===== src/rtl/seven_segment_reader.sv =====
// Recovers the hex digits shown on a multiplexed, active-low seven-segment display
// and presents each complete four-digit frame through a valid/ready output.
module seven_segment_reader #(
  parameter int STABLE_CYCLES = 4
) (
  input  logic        clk,
  input  logic        rst,
  input  logic [6:0]  seg_in,
  input  logic [3:0]  an_in,
  input  logic        out_ready,
  output logic [15:0] digits_out,
  output logic        out_valid,
  output logic        pattern_err,
  output logic        overrun
);

  localparam logic [3:0] STABLE_MAX  = 4'(STABLE_CYCLES);
  localparam logic [3:0] STABLE_LAST = 4'(STABLE_CYCLES - 1);

  logic [6:0]       r_segMeta;
  logic [6:0]       r_segSync;
  logic [3:0]       r_anMeta;
  logic [3:0]       r_anSync;
  logic [10:0]      r_prevSegAn;
  logic [3:0]       r_stabCnt;
  logic [3:0]       r_seen;
  logic [3:0][3:0]  r_digits;
  logic [15:0]      r_digitsOut;
  logic             r_outValid;
  logic             r_patternErr;
  logic             r_overrun;

  logic             w_anValid;
  logic [1:0]       w_digitIdx;
  logic             w_segOk;
  logic [3:0]       w_segVal;
  logic             w_same;
  logic             w_capture;
  logic             w_frameDone;
  logic [3:0]       w_seenBase;
  logic [3:0]       w_seenNext;

  // Exactly one strobe low selects a digit; anything else is a blanked or corrupt strobe.
  always_comb begin
    w_anValid  = 1'b1;
    w_digitIdx = 2'd0;
    case (r_anSync)
      4'b1110: w_digitIdx = 2'd0;
      4'b1101: w_digitIdx = 2'd1;
      4'b1011: w_digitIdx = 2'd2;
      4'b0111: w_digitIdx = 2'd3;
      default: w_anValid  = 1'b0;
    endcase
  end

  always_comb begin
    w_segOk  = 1'b1;
    w_segVal = 4'h0;
    case (r_segSync)
      7'b1000000: w_segVal = 4'h0;
      7'b1111001: w_segVal = 4'h1;
      7'b0100100: w_segVal = 4'h2;
      7'b0110000: w_segVal = 4'h3;
      7'b0011001: w_segVal = 4'h4;
      7'b0010010: w_segVal = 4'h5;
      7'b0000010: w_segVal = 4'h6;
      7'b1011000: w_segVal = 4'h7;
      7'b0000000: w_segVal = 4'h8;
      7'b0010000: w_segVal = 4'h9;
      7'b0001000: w_segVal = 4'hA;
      7'b0000011: w_segVal = 4'hB;
      7'b1000110: w_segVal = 4'hC;
      7'b0100001: w_segVal = 4'hD;
      7'b0000110: w_segVal = 4'hE;
      7'b0001110: w_segVal = 4'hF;
      default:    w_segOk  = 1'b0;
    endcase
  end

  // Capture only on the step into saturation, so a held digit is taken once.
  assign w_same      = ({r_segSync, r_anSync} == r_prevSegAn);
  assign w_capture   = w_anValid && w_same && (r_stabCnt == STABLE_LAST);
  assign w_frameDone = (r_seen == 4'b1111);
  assign w_seenBase  = w_frameDone ? 4'b0000 : r_seen;

  always_comb begin
    w_seenNext = w_seenBase;
    if (w_capture) begin
      w_seenNext[w_digitIdx] = w_segOk;
    end
  end

  always_ff @(posedge clk or posedge rst) begin
    if (rst) begin
      r_segMeta   <= '0;
      r_segSync   <= '0;
      r_anMeta    <= '0;
      r_anSync    <= '0;
      r_prevSegAn <= '0;
      r_stabCnt   <= '0;
    end else begin
      r_segMeta   <= seg_in;
      r_segSync   <= r_segMeta;
      r_anMeta    <= an_in;
      r_anSync    <= r_anMeta;
      r_prevSegAn <= {r_segSync, r_anSync};
      if (!w_same || !w_anValid) begin
        r_stabCnt <= '0;
      end else if (r_stabCnt != STABLE_MAX) begin
        r_stabCnt <= r_stabCnt + 4'd1;
      end
    end
  end

  always_ff @(posedge clk or posedge rst) begin
    if (rst) begin
      r_seen       <= '0;
      r_digits     <= '0;
      r_patternErr <= 1'b0;
    end else begin
      r_seen       <= w_seenNext;
      r_patternErr <= w_capture && !w_segOk;
      if (w_capture && w_segOk) begin
        r_digits[w_digitIdx] <= w_segVal;
      end
    end
  end

  // A completed frame replaces the presented one only if it was free or is being taken now.
  always_ff @(posedge clk or posedge rst) begin
    if (rst) begin
      r_digitsOut <= '0;
      r_outValid  <= 1'b0;
      r_overrun   <= 1'b0;
    end else if (w_frameDone) begin
      if (!r_outValid || out_ready) begin
        r_digitsOut <= r_digits;
        r_outValid  <= 1'b1;
      end else begin
        r_overrun   <= 1'b1;
      end
    end else if (out_ready) begin
      r_outValid <= 1'b0;
    end
  end

  assign digits_out  = r_digitsOut;
  assign out_valid   = r_outValid;
  assign pattern_err = r_patternErr;
  assign overrun     = r_overrun;

endmodule


===== config.mk =====
export PLATFORM = sky130hd
export DESIGN_NAME = seven_segment_reader
export DESIGN_NICKNAME = d
export VERILOG_FILES = /design/src/rtl/seven_segment_reader.sv
export SDC_FILE = /design/constraint.sdc
export NUM_CORES = 1
export LEC_CHECK = 0
export ABC_AREA = 1
export CAP_MARGIN = 5
export CORE_AREA = 3 3 95 97
export DETAILED_ROUTE_END_ITERATION = 16
export DIE_AREA = 0 0 98 100
export GPL_TIMING_DRIVEN = 0
export PLACE_DENSITY = 0.63
export SYNTH_ARGS = -nofsm -noshare
export SYNTH_HDL_FRONTEND = slang
export SYNTH_SLANG_ARGS = --single-unit
export TNS_END_PERCENT = 1

===== constraint.sdc =====
create_clock -name clk -period 2.3 [get_ports clk]
set_input_delay 0.345 -clock clk [delete_from_list [all_inputs] [get_ports clk]]
set_output_delay 0.345 -clock clk [all_outputs]
set_load 0.01 [all_outputs]

==> impl_metrics.yaml, run 1 <==
hold_path:
  hold_path.class: "in2async"
die:
  std_cell_core_area_mm2: 0.00822
  die_area_mm2: 0.00980
  floorplan.die.width_um: 98
  rows: 33
  fp.dieH_um: 100
  design.portCount: 33
  floorplan.initialDensity_pct: 39.9
sta:
  final_max_slew_viol_count: 0
  setup_violations: 0
  rsz0062_at_grt: "false"
  tightestPinTransition_ps: 653
  minimum_clock_period_ps: 1910
  final_hold_viol_count: 0
  relative_slew_slack_pct: 56.1
  whs_ps: 201
  fmax_mhz: 524
  final.period_utilization_pct: 82.9
  finalClockSkew_ps: 14.6
  tns_ps: 0
clock_network:
  ctsHoldBuffers: 0
  root_buffer: "sky130_fd_sc_hd__clkbuf_8"
  cts_htree_levels: 3
  cts_tree: "yes"
  cts_inserted_buffers: 9
  cts.reportedPaths.clkPinSlew_ps: 70
  clk_path_buf_depth: 2
  worstSkewPairLatency_ps: 350
  cts-resized-gates: 0
  postCtsSetupRepairBufs: 0
  tritoncts_num_sinks: 76
power_and_ir_drop:
  power_frac_clock_pct: 44.8
  pleak_nw: 2.01
  netSwitchingFraction_pct: 21.5
  p_total_mw: 2.76
  total_switching_power_mw: 0.592
  ir_worst_vdd_v: 0.000401
  power_density_mw_per_mm2: 688
  power.share.sequential_pct: 50.3
  power.combinational.fraction_pct: 5.0
  power_report.internal_total_mw: 2.17
yosys:
  mean_syn_cell_area_um2: 9.70
  synth.net_count: 354
  post_synthesis_instance_area_mm2: 0.00328
  synth_largest_type_area_fraction_pct: 58.0
  synth-seq-cells: 76
  ys.warnings.count: 0
  yosysSeqAreaShare_pct: 58.0
  yosys-top-cells-area: "sky130_fd_sc_hd__dfrtp_1 58%, sky130_fd_sc_hd__nand2_1 11%, sky130_fd_sc_hd__nor2_1 6.0%, sky130_fd_sc_hd__mux2_2 5.5%, sky130_fd_sc_hd__inv_1 3.8%"
  count_of_unique_library_cells_instantiated_by_yosys: 29
  yosysTopAreaCell: "sky130_fd_sc_hd__dfrtp_1"
  syn_inst: 338
routing:
  route.antenna.remaining_nets: 0
  drt_first_iter_violations: 92
  via_count: 2266
  drcViolationCount: 0
  drt_pass1_iterations: 4
  postRouteWirelength_um: 5450
  detail_route.vias_per_cell: 4.61
  average_wire_per_standard_cell_um: 11.1
placed_design:
  post-dp-hpwl_um: 3880
  placement.io_buffers: 32
  dpl_cell_area_mm2: 0.00376
  finalWeightedCongestion: 0.824
final_layout:
  final_core_utilization_pct: 48.8
  fin_area_mm2: 0.00401
  synthToLayoutAreaGrowth_pct: 22.3
  fillerInstances: 771
  design.final.nets: 398
  antenna_cells: 0
  post_route_cells_drive_above_1_share_pct: 14.2
grt:
  pin_count_of_the_biggest_net_entering_global_routing: 76
  grt.met1_usage_pct: 15.4
  grt_first_pass_wirelength_um: 9580
  grt_pass1_vias: 2105
  grt.busiest_layer: "met2"
  globalRouteOverflowTotal: 0
  grt.met3_usage_pct: 3.06
  antenna_found_initial: 0
  global_route.usage.met2_pct: 19.2
  global_route.usage.total_pct: 12.1
setup_path:
  path_cells: "nor2_1, nand2_1, nor2_1, nor2_1, nand2_1, nor2_1, nand2_1, buf_4, nand3_2, nand2_1, nand2_1"
  cp_arrival_ps: 2140
  critical_path.slowest_cell: "sky130_fd_sc_hd__dfrtp_1"
  cp.required_ps: 2530
  crit_buf_inv: 1
  critical_path.top_delay_family: "simple AND/OR/NAND/NOR gates"
  worstPathMaxFanout: 10
  critPathMostFrequentCell: "sky130_fd_sc_hd__nand2_1"
  startpoint_type: "flip-flop"
  critPathCaptureType: "flip-flop"
  max_stage_delay_ps: 460
  setup.worst_path.class: "reg2reg"
job:
  timing.max_cap.violations: 0
status:
  run_status: "completed"
[routing by layer]
| layer | share of wire, % | routed length [um] | vias up |
|---|---|---|---|
| li1 | - | - | 1163 |
| met1 | 47 | 2560 | 1055 |
| met2 | 47 | 2570 | 39 |
| met3 | 4.2 | 229 | 9 |
| met4 | 1.8 | 98 | 0 |
| met5 | 0 | 0 | - |
[metrics by stage]
| stage | setup slack, ps | instances |
|---|---|---|
| finish | 392 | 492 |
| global route | 222 | 492 |
| CTS | 404 | 492 |
| detailed placement | 340 | 476 |
| global placement | -1150 | 475 |
| floorplan | 16.7 | 338 |
[worst paths after layout]
path                               from      endpoint  slack, ps  cells after the start
setup / recovery           r_segSync[6]   r_digits[8]        390                     11
hold / removal                      rst   r_anMeta[0]        200                      2
setup reg to reg           r_segSync[6]   r_digits[8]        390                     11
hold reg to reg            r_segMeta[2]  r_segSync[2]        350                      0
max in group asynchronous           rst  r_segMeta[0]       1560                      3
min in group clk           r_segMeta[2]  r_segSync[2]        350                      0
[area by class of cell]
class	instances	area, um2	share of cell area (%)
Tap cell	105	131	3.28
Clock buffer	10	138	3.43
Sequential cell	76	1900	47.4
Timing Repair Buffer	33	348	8.68
Clock inverter	6	111	2.78
Buffer	5	40.0	0.999
Inverter	33	126	3.15
Multi-Input combinational cell	224	1210	30.2
[flip-flops by register name, indices dropped and copies added, names as in the netlist]
signal,flops
digits_out,16
out_valid,1
overrun,1
pattern_err,1
r_anMeta,4
r_anSync,4
r_digits,16
r_prevSegAn,11
r_seen,4
r_segMeta,7
r_segSync,7
r_stabCnt,4
[cell usage in the layout, fill, tap and decap left out, types with 2 or more instances in the layout]
master / count
sky130_fd_sc_hd__mux2_2: 16
sky130_fd_sc_hd__nor3_1: 3
sky130_fd_sc_hd__nor2_1: 52
sky130_fd_sc_hd__nand3_1: 7
sky130_fd_sc_hd__clkdlybuf4s50_1: 32
sky130_fd_sc_hd__ha_1: 2
sky130_fd_sc_hd__dfrtp_1: 76
sky130_fd_sc_hd__nor2_2: 2
sky130_fd_sc_hd__nor3_4: 2
sky130_fd_sc_hd__nand3_2: 4
sky130_fd_sc_hd__nand2_2: 4
sky130_fd_sc_hd__buf_6: 2
sky130_fd_sc_hd__nand2_1: 92
sky130_fd_sc_hd__inv_1: 32
sky130_fd_sc_hd__clkbuf_8: 10
sky130_fd_sc_hd__a21oi_1: 5
sky130_fd_sc_hd__nand4_1: 19
sky130_fd_sc_hd__bufinv_16: 3
sky130_fd_sc_hd__xnor2_1: 5
sky130_fd_sc_hd__buf_2: 2
[synthesized netlist by cell type, drive strengths merged]
| library cell | number |
|---|---|
| nor4 | 1 |
| ha | 2 |
| xnor2 | 5 |
| a21oi | 5 |
| a211oi | 1 |
| xor2 | 1 |
| inv | 33 |
| nor2 | 56 |
| o21a | 1 |
| and2 | 1 |
| mux2 | 16 |
| buf | 5 |
| a21o | 1 |
| nand4 | 19 |
| o21ai | 1 |
| dfrtp | 76 |
| nand2 | 96 |
| o22ai | 1 |
| nor3 | 5 |
| nand3 | 12 |
[logic make-up after synthesis]
group	share of synthesized area (%)
mux	5.50
buf+inv	5.00
xor+xnor	1.60
flops	58.0
simple gates	27.3
compound gates	1.79
fa+ha+maj	0.763
[power by group through the flow]
stage	logic [mW]	registers (mW)	clock network [mW]
after floorplan	0.0902	1.41	0
after global placement	0.131	1.41	0
after detailed placement	0.140	1.41	0
after CTS	0.140	1.39	1.27
after global routing	0.157	1.39	1.33
final	0.137	1.39	1.24
(Power assumes the default switching activity.)
==> inputs of run 2 (changes only) <==
clock period = 1.55 ns   (was 2.3 ns; I/O delays follow)
==> run 2 against run 1 <==
Against the previous run: the run now ends with negative setup slack left; flip-flop and latch count stayed put; critical path depth unchanged; non-clock buffer count rose by 15; global-route usage increased by 1.2 points; worst hold slack better by 120 ps; die area stayed put; worst setup slack got worse by 550 ps; fmax up 12%; total power rose by 44%; sequential power up 49%; final area grew 6.6%; clock-buffer cell count rose by 2; critical path type unchanged; largest cell class unchanged; highest routed layer unchanged.
==> impl_metrics.yaml, run 2 (same netlist as run 1, synthesis figures left out) <==
status:
  run_status: "complete, but fails checks"
  violations_in_the_final_reports: "negative setup slack"
final_layout:
  synthToLayoutAreaGrowth_pct: 30.4
  design.final.nets: 413
  commonest_non_fill_non_tap_cell_in_the_layout: "sky130_fd_sc_hd__nand2_1"
  ff_latch_area_mm2: 0.00191
  mostFrequentLayoutCells: "84 x sky130_fd_sc_hd__nand2_1, 69 x sky130_fd_sc_hd__dfrtp_1, 35 x sky130_fd_sc_hd__nor2_1, 32 x sky130_fd_sc_hd__clkdlybuf4s50_1, 28 x sky130_fd_sc_hd__inv_1"
  post_route_cells_drive_above_1_share_pct: 27.1
  antenna_cells: 0
  fillerInstances: 741
  fin_area_mm2: 0.00428
  multiInputGateArea_mm2: 0.00138
grt:
  global_route.usage.total_pct: 13.2
  grt_first_pass_wirelength_um: 10500
  grt_pass1_vias: 2270
  pin_count_of_the_biggest_net_entering_global_routing: 43
  antenna_found_initial: 0
  globalRouteOverflowTotal: 0
setup_path:
  critical_path.slowest_cell: "sky130_fd_sc_hd__dfrtp_2"
  startpoint_type: "flip-flop"
  crit_buf_inv: 1
  cp.required_ps: 1790
  max_stage_delay_ps: 460
  worstPathMaxFanout: 6
  setup.worst_path.class: "reg2reg"
  critical_path.top_delay_family: "simple AND/OR/NAND/NOR gates"
  path_cells: "nor2_4, nand2_4, nor2_4, nor2_1, nand2_1, nor2_2, nand2_2, buf_6, nand3_2, nand2_1, nand2_1"
  critPathMostFrequentCell: "sky130_fd_sc_hd__nand2_1"
  critPathCaptureType: "flip-flop"
  cp_arrival_ps: 1950
die:
  floorplan.die.width_um: 98
  fp.dieH_um: 100
  floorplan.initialDensity_pct: 39.9
  rows: 33
  die_area_mm2: 0.00980
  std_cell_core_area_mm2: 0.00822
  design.portCount: 33
placed_design:
  finalWeightedCongestion: 0.861
  post-dp-hpwl_um: 4040
  placement.io_buffers: 32
  dpl_cell_area_mm2: 0.00375
sta:
  finalClockSkew_ps: 12.6
  postLayoutSetupSlackWorst_ps: -156
  rsz0062_at_grt: "true"
  tns_ps: -2330
  final_hold_viol_count: 0
  fmax_mhz: 586
  minimum_clock_period_ps: 1710
  final_max_slew_viol_count: 0
  relative_slew_slack_pct: 48.0
  setup_violations: 20
  tightestPinTransition_ps: 779
  final.period_utilization_pct: 110
power_and_ir_drop:
  power_report.internal_total_mw: 3.08
  pleak_nw: 2.10
  power_density_mw_per_mm2: 926
  power_frac_clock_pct: 41.4
  total_switching_power_mw: 0.883
  netSwitchingFraction_pct: 22.3
  ir_worst_vdd_v: 0.000515
  power.combinational.fraction_pct: 6.4
  power.share.sequential_pct: 52.2
hold_path:
  hold_path.class: "in2reg"
routing:
  postRouteWirelength_um: 5920
  route.antenna.remaining_nets: 0
  detail_route.vias_per_cell: 4.75
  drcViolationCount: 0
  via_count: 2409
  drt_first_iter_violations: 85
  average_wire_per_standard_cell_um: 11.7
  drt_pass1_iterations: 4
clock_network:
  tritoncts_num_sinks: 76
  cts.reportedPaths.clkPinSlew_ps: 80
  cts_inserted_buffers: 9
  root_buffer: "sky130_fd_sc_hd__clkbuf_8"
  cts_htree_levels: 3
  clk_path_buf_depth: 2
  cts_tree: "yes"
  worstSkewPairLatency_ps: 350
job:
  timing.max_cap.violations: 0
## run 2: timing repair
item	in CTS	in global routing
buffers inserted	12	0
gates cloned	3	0
endpoints found under the hold margin	0	0
pin swaps	18	3
hold buffers	0	0
resized for setup	54	10
setup endpoints to repair	34	32
## run 2: stage by stage
step | cells | worst slack, ps | total power, mW | utilization [%] | hold slack [ps]
3_5_place_dp | 476 | -333 | 2.31 | 45.7 | 335
5_1_grt | 507 | -283 | 4.15 | 52.0 | 301
4_1_cts | 507 | -112 | 4.01 | 51.6 | 303
6_report | 507 | -156 | 3.96 | 52.0 | 320
3_3_place_gp | 475 | -415 | 2.29 | 45.4 | 332
2_1_floorplan | 338 | -69.0 | 2.23 | - | 264
## run 2: final timing paths
kind | from | endpoint | slack, ps | depth (start not counted)
worst max-delay path | r_segSync[2] | r_digits[4] | -160 | 11
worst min-delay path | seg_in[4] | r_segMeta[4] | 320 | 1
worst max register to register | r_segSync[2] | r_digits[4] | -160 | 11
worst min register to register | r_segMeta[4] | r_segSync[4] | 350 | 0
max in group asynchronous | rst | r_segSync[3] | 520 | 3
min in group asynchronous | rst | r_prevSegAn[8] | 370 | 2
## run 2: worst reg2reg max path, stage by stage, from the launching register on
cell and delay, ps:
sky130_fd_sc_hd__dfrtp_2 460, sky130_fd_sc_hd__nor2_4 220, sky130_fd_sc_hd__nand2_4 110, sky130_fd_sc_hd__nor2_4 140, sky130_fd_sc_hd__nor2_1 60, sky130_fd_sc_hd__nand2_1 90
sky130_fd_sc_hd__nor2_2 40, sky130_fd_sc_hd__nand2_2 90, sky130_fd_sc_hd__buf_6 140, sky130_fd_sc_hd__nand3_2 130, sky130_fd_sc_hd__nand2_1 90, sky130_fd_sc_hd__nand2_1 50
## run 2: power by group through the flow
| stage | logic (mW) | registers (mW) | clock network (mW) |
|---|---|---|---|
| floorplan | 0.134 | 2.09 | 0 |
| global placement | 0.196 | 2.10 | 0 |
| detailed placement | 0.207 | 2.10 | 0 |
| CTS | 0.252 | 2.07 | 1.69 |
| global route | 0.284 | 2.07 | 1.79 |
| finish | 0.254 | 2.07 | 1.64 |
## run 2: cell type report
cell class              instances  area share [%]
plain buffers                   5            1.23
clock buffers                  12            3.39
repair buffers                 48            10.7
flip-flops and latches         76            44.7
clock inverters                 4            1.70
inverters                      33            2.99
multi-input cells             224            32.2
well taps                     105            3.07
## run 2: per-layer routing
| layer | track usage [%] | part of all wire [%] |
|---|---|---|
| met4 | 3.83 | 1.7 |
| met5 | 0 | 0 |
| met3 | 4.17 | 4.7 |
| met1 | 16.1 | 44 |
| met2 | 22.6 | 49 |
==> inputs of run 3 (changes only) <==
CORE_AREA = 3 3 85 87   (was 3 3 95 97)
DIE_AREA = 0 0 88 90   (was 0 0 98 100)
PLACE_DENSITY = 0.75   (was 0.63)
==> run 3 against run 2 <==
Against the previous run: the run still ends with negative setup slack left; sequential power hardly changed; utilization is 15 points higher; total power is 9.2% higher; flip-flop and latch count stayed put; worst setup slack worse by 8.2 ps; critical path type unchanged; critical endpoint unchanged.
==> impl_metrics.yaml, run 3 (same netlist as run 1, synthesis figures left out) <==
power_and_ir_drop:
  power_frac_clock_pct: 45.9
  power.combinational.fraction_pct: 6.3
  p_total_mw: 4.33
  power_report.internal_total_mw: 3.42
  total_switching_power_mw: 0.909
  ir_worst_vdd_v: 0.000855
  power.share.sequential_pct: 47.8
  power_density_mw_per_mm2: 1010
  pleak_nw: 2.10
  netSwitchingFraction_pct: 21.0
placed_design:
  pre_cts_setup_slack_ps: -316
  placement.io_buffers: 32
  finalWeightedCongestion: 0.887
  post-dp-hpwl_um: 4040
grt:
  grt_pass1_vias: 2423
  antenna_found_initial: 0
  pin_count_of_the_biggest_net_entering_global_routing: 40
  grt_first_pass_wirelength_um: 10500
  globalRouteOverflowTotal: 0
  global_route.usage.total_pct: 16.8
die:
  rows: 29
  die_area_mm2: 0.00792
  fp.dieH_um: 90
  std_cell_core_area_mm2: 0.00642
  floorplan.initialDensity_pct: 51.0
  design.portCount: 33
  floorplan.die.width_um: 88
sta:
  finalClockSkew_ps: 9.28
  postLayoutSetupSlackWorst_ps: -164
  setup_violations: 29
  tightestPinTransition_ps: 854
  rsz0062_at_grt: "true"
  relative_slew_slack_pct: 42.9
  final_max_slew_viol_count: 0
  minimum_clock_period_ps: 1710
  final.period_utilization_pct: 111
  fmax_mhz: 583
  final_hold_viol_count: 0
hold_path:
  hold_path.class: "in2reg"
routing:
  drcViolationCount: 0
  drt_first_iter_violations: 84
  route.antenna.remaining_nets: 0
  average_wire_per_standard_cell_um: 12.8
  postRouteWirelength_um: 6120
  drt_pass1_iterations: 7
  via_count: 2452
  detail_route.vias_per_cell: 5.13
final_layout:
  antenna_cells: 0
  post_route_cells_drive_above_1_share_pct: 30.7
  commonest_non_fill_non_tap_cell_in_the_layout: "sky130_fd_sc_hd__nand2_1"
  design.final.nets: 412
  synthToLayoutAreaGrowth_pct: 31.1
  mostFrequentLayoutCells: "79 x sky130_fd_sc_hd__nand2_1, 69 x sky130_fd_sc_hd__dfrtp_1, 32 x sky130_fd_sc_hd__clkdlybuf4s50_1, 31 x sky130_fd_sc_hd__nor2_1, 25 x sky130_fd_sc_hd__inv_1"
setup_path:
  startpoint_type: "flip-flop"
  critical_path.top_delay_family: "simple AND/OR/NAND/NOR gates"
  path_cells: "inv_1, nor2_2, nand2_2, nor2_2, nor2_1, nand2_1, nor2_1, nand2_2, buf_6, nand3_2, nand2_1, nand2_1"
  critPathMostFrequentCell: "sky130_fd_sc_hd__nand2_1"
  critPathCaptureType: "flip-flop"
  max_stage_delay_ps: 450
  worstPathMaxFanout: 6
  crit_buf_inv: 2
  critical_path.slowest_cell: "sky130_fd_sc_hd__dfrtp_2"
  cp_arrival_ps: 1960
  setup.worst_path.class: "reg2reg"
  cp.required_ps: 1790
clock_network:
  tritoncts_num_sinks: 76
  clk_path_buf_depth: 2
  ctsHoldBuffers: 0
  cts_tree: "yes"
  root_buffer: "sky130_fd_sc_hd__clkbuf_8"
  cts.reportedPaths.clkPinSlew_ps: 80
  cts_inserted_buffers: 9
  worstSkewPairLatency_ps: 340
  cts_htree_levels: 3
status:
  violations_in_the_final_reports: "negative setup slack"
  run_status: "complete, but fails checks"
job:
  timing.max_cap.violations: 0
## run 3: metrics by stage
| step | utilization, % | setup TNS [ps] | instance area, um2 | std cells | hold WS, ps |
|---|---|---|---|---|---|
| after detailed placement | 57.9 | -8480 | 3720 | 448 | 337 |
| final | 66.9 | -3040 | 4300 | 478 | 322 |
| after global routing | 66.9 | -6510 | 4300 | 478 | 313 |
| after CTS | 65.5 | -3180 | 4210 | 475 | 310 |
| after global placement | 57.6 | -34360 | 3700 | 447 | 332 |
| after floorplan | - | -1010 | 3280 | 338 | 264 |
## run 3: cell type report
type / instances / area, um2
Fill cell: 480 / 2120
Sequential cell: 76 / 1910
Multi-Input combinational cell: 224 / 1380
Timing Repair Buffer: 47 / 455
Clock buffer: 10 / 138
Clock inverter: 6 / 135
Inverter: 33 / 128
Tap cell: 77 / 96.3
Buffer: 5 / 56.3
## run 3: worst register-to-register path, stage by stage, from the launching register on
cell and delay, ps:
sky130_fd_sc_hd__dfrtp_2 450, sky130_fd_sc_hd__inv_1 80, sky130_fd_sc_hd__nor2_2 160, sky130_fd_sc_hd__nand2_2 110, sky130_fd_sc_hd__nor2_2 140, sky130_fd_sc_hd__nor2_1 50
sky130_fd_sc_hd__nand2_1 60, sky130_fd_sc_hd__nor2_1 50, sky130_fd_sc_hd__nand2_2 100, sky130_fd_sc_hd__buf_6 150, sky130_fd_sc_hd__nand3_2 130, sky130_fd_sc_hd__nand2_1 100
sky130_fd_sc_hd__nand2_1 50
## run 3: path summary, 6_finish.rpt
check	start	end	slack, ps	cells past startpoint
max	r_segSync[3]	r_digits[4]	-160	12
min	an_in[1]	r_anMeta[1]	320	1
max reg2reg	r_segSync[3]	r_digits[4]	-160	12
min reg2reg	r_segMeta[0]	r_segSync[0]	350	0
max in group asynchronous	rst	r_segSync[3]	490	3
min in group asynchronous	rst	r_stabCnt[0]	400	2
## run 3: timing repair
| item | CTS | global route |
|---|---|---|
| endpoints found under the setup margin | 30 | 32 |
| resized for setup | 42 | 27 |
| setup buffers | 10 | 3 |
| pin swaps | 9 | 17 |
| cloned | 1 | 0 |
## run 3: power groups by stage
stage / sequential (mW) / clock [mW] / combinational (mW)
3_5_place_dp: 2.10 / 0 / 0.205
5_1_grt: 2.07 / 2.11 / 0.301
4_1_cts: 2.06 / 2.02 / 0.250
2_1_floorplan: 2.09 / 0 / 0.134
3_3_place_gp: 2.10 / 0 / 0.192
6_report: 2.07 / 1.99 / 0.272
## run 3: routing by layer
layer / vias to the layer above / wire, um / global-route usage [%]
met5: - / 0 / 0
met4: 0 / 162 / 9.21
met1: 1179 / 2610 / 20.3
met2: 67 / 3110 / 27.4
met3: 15 / 230 / 3.66
li1: 1191 / - / -
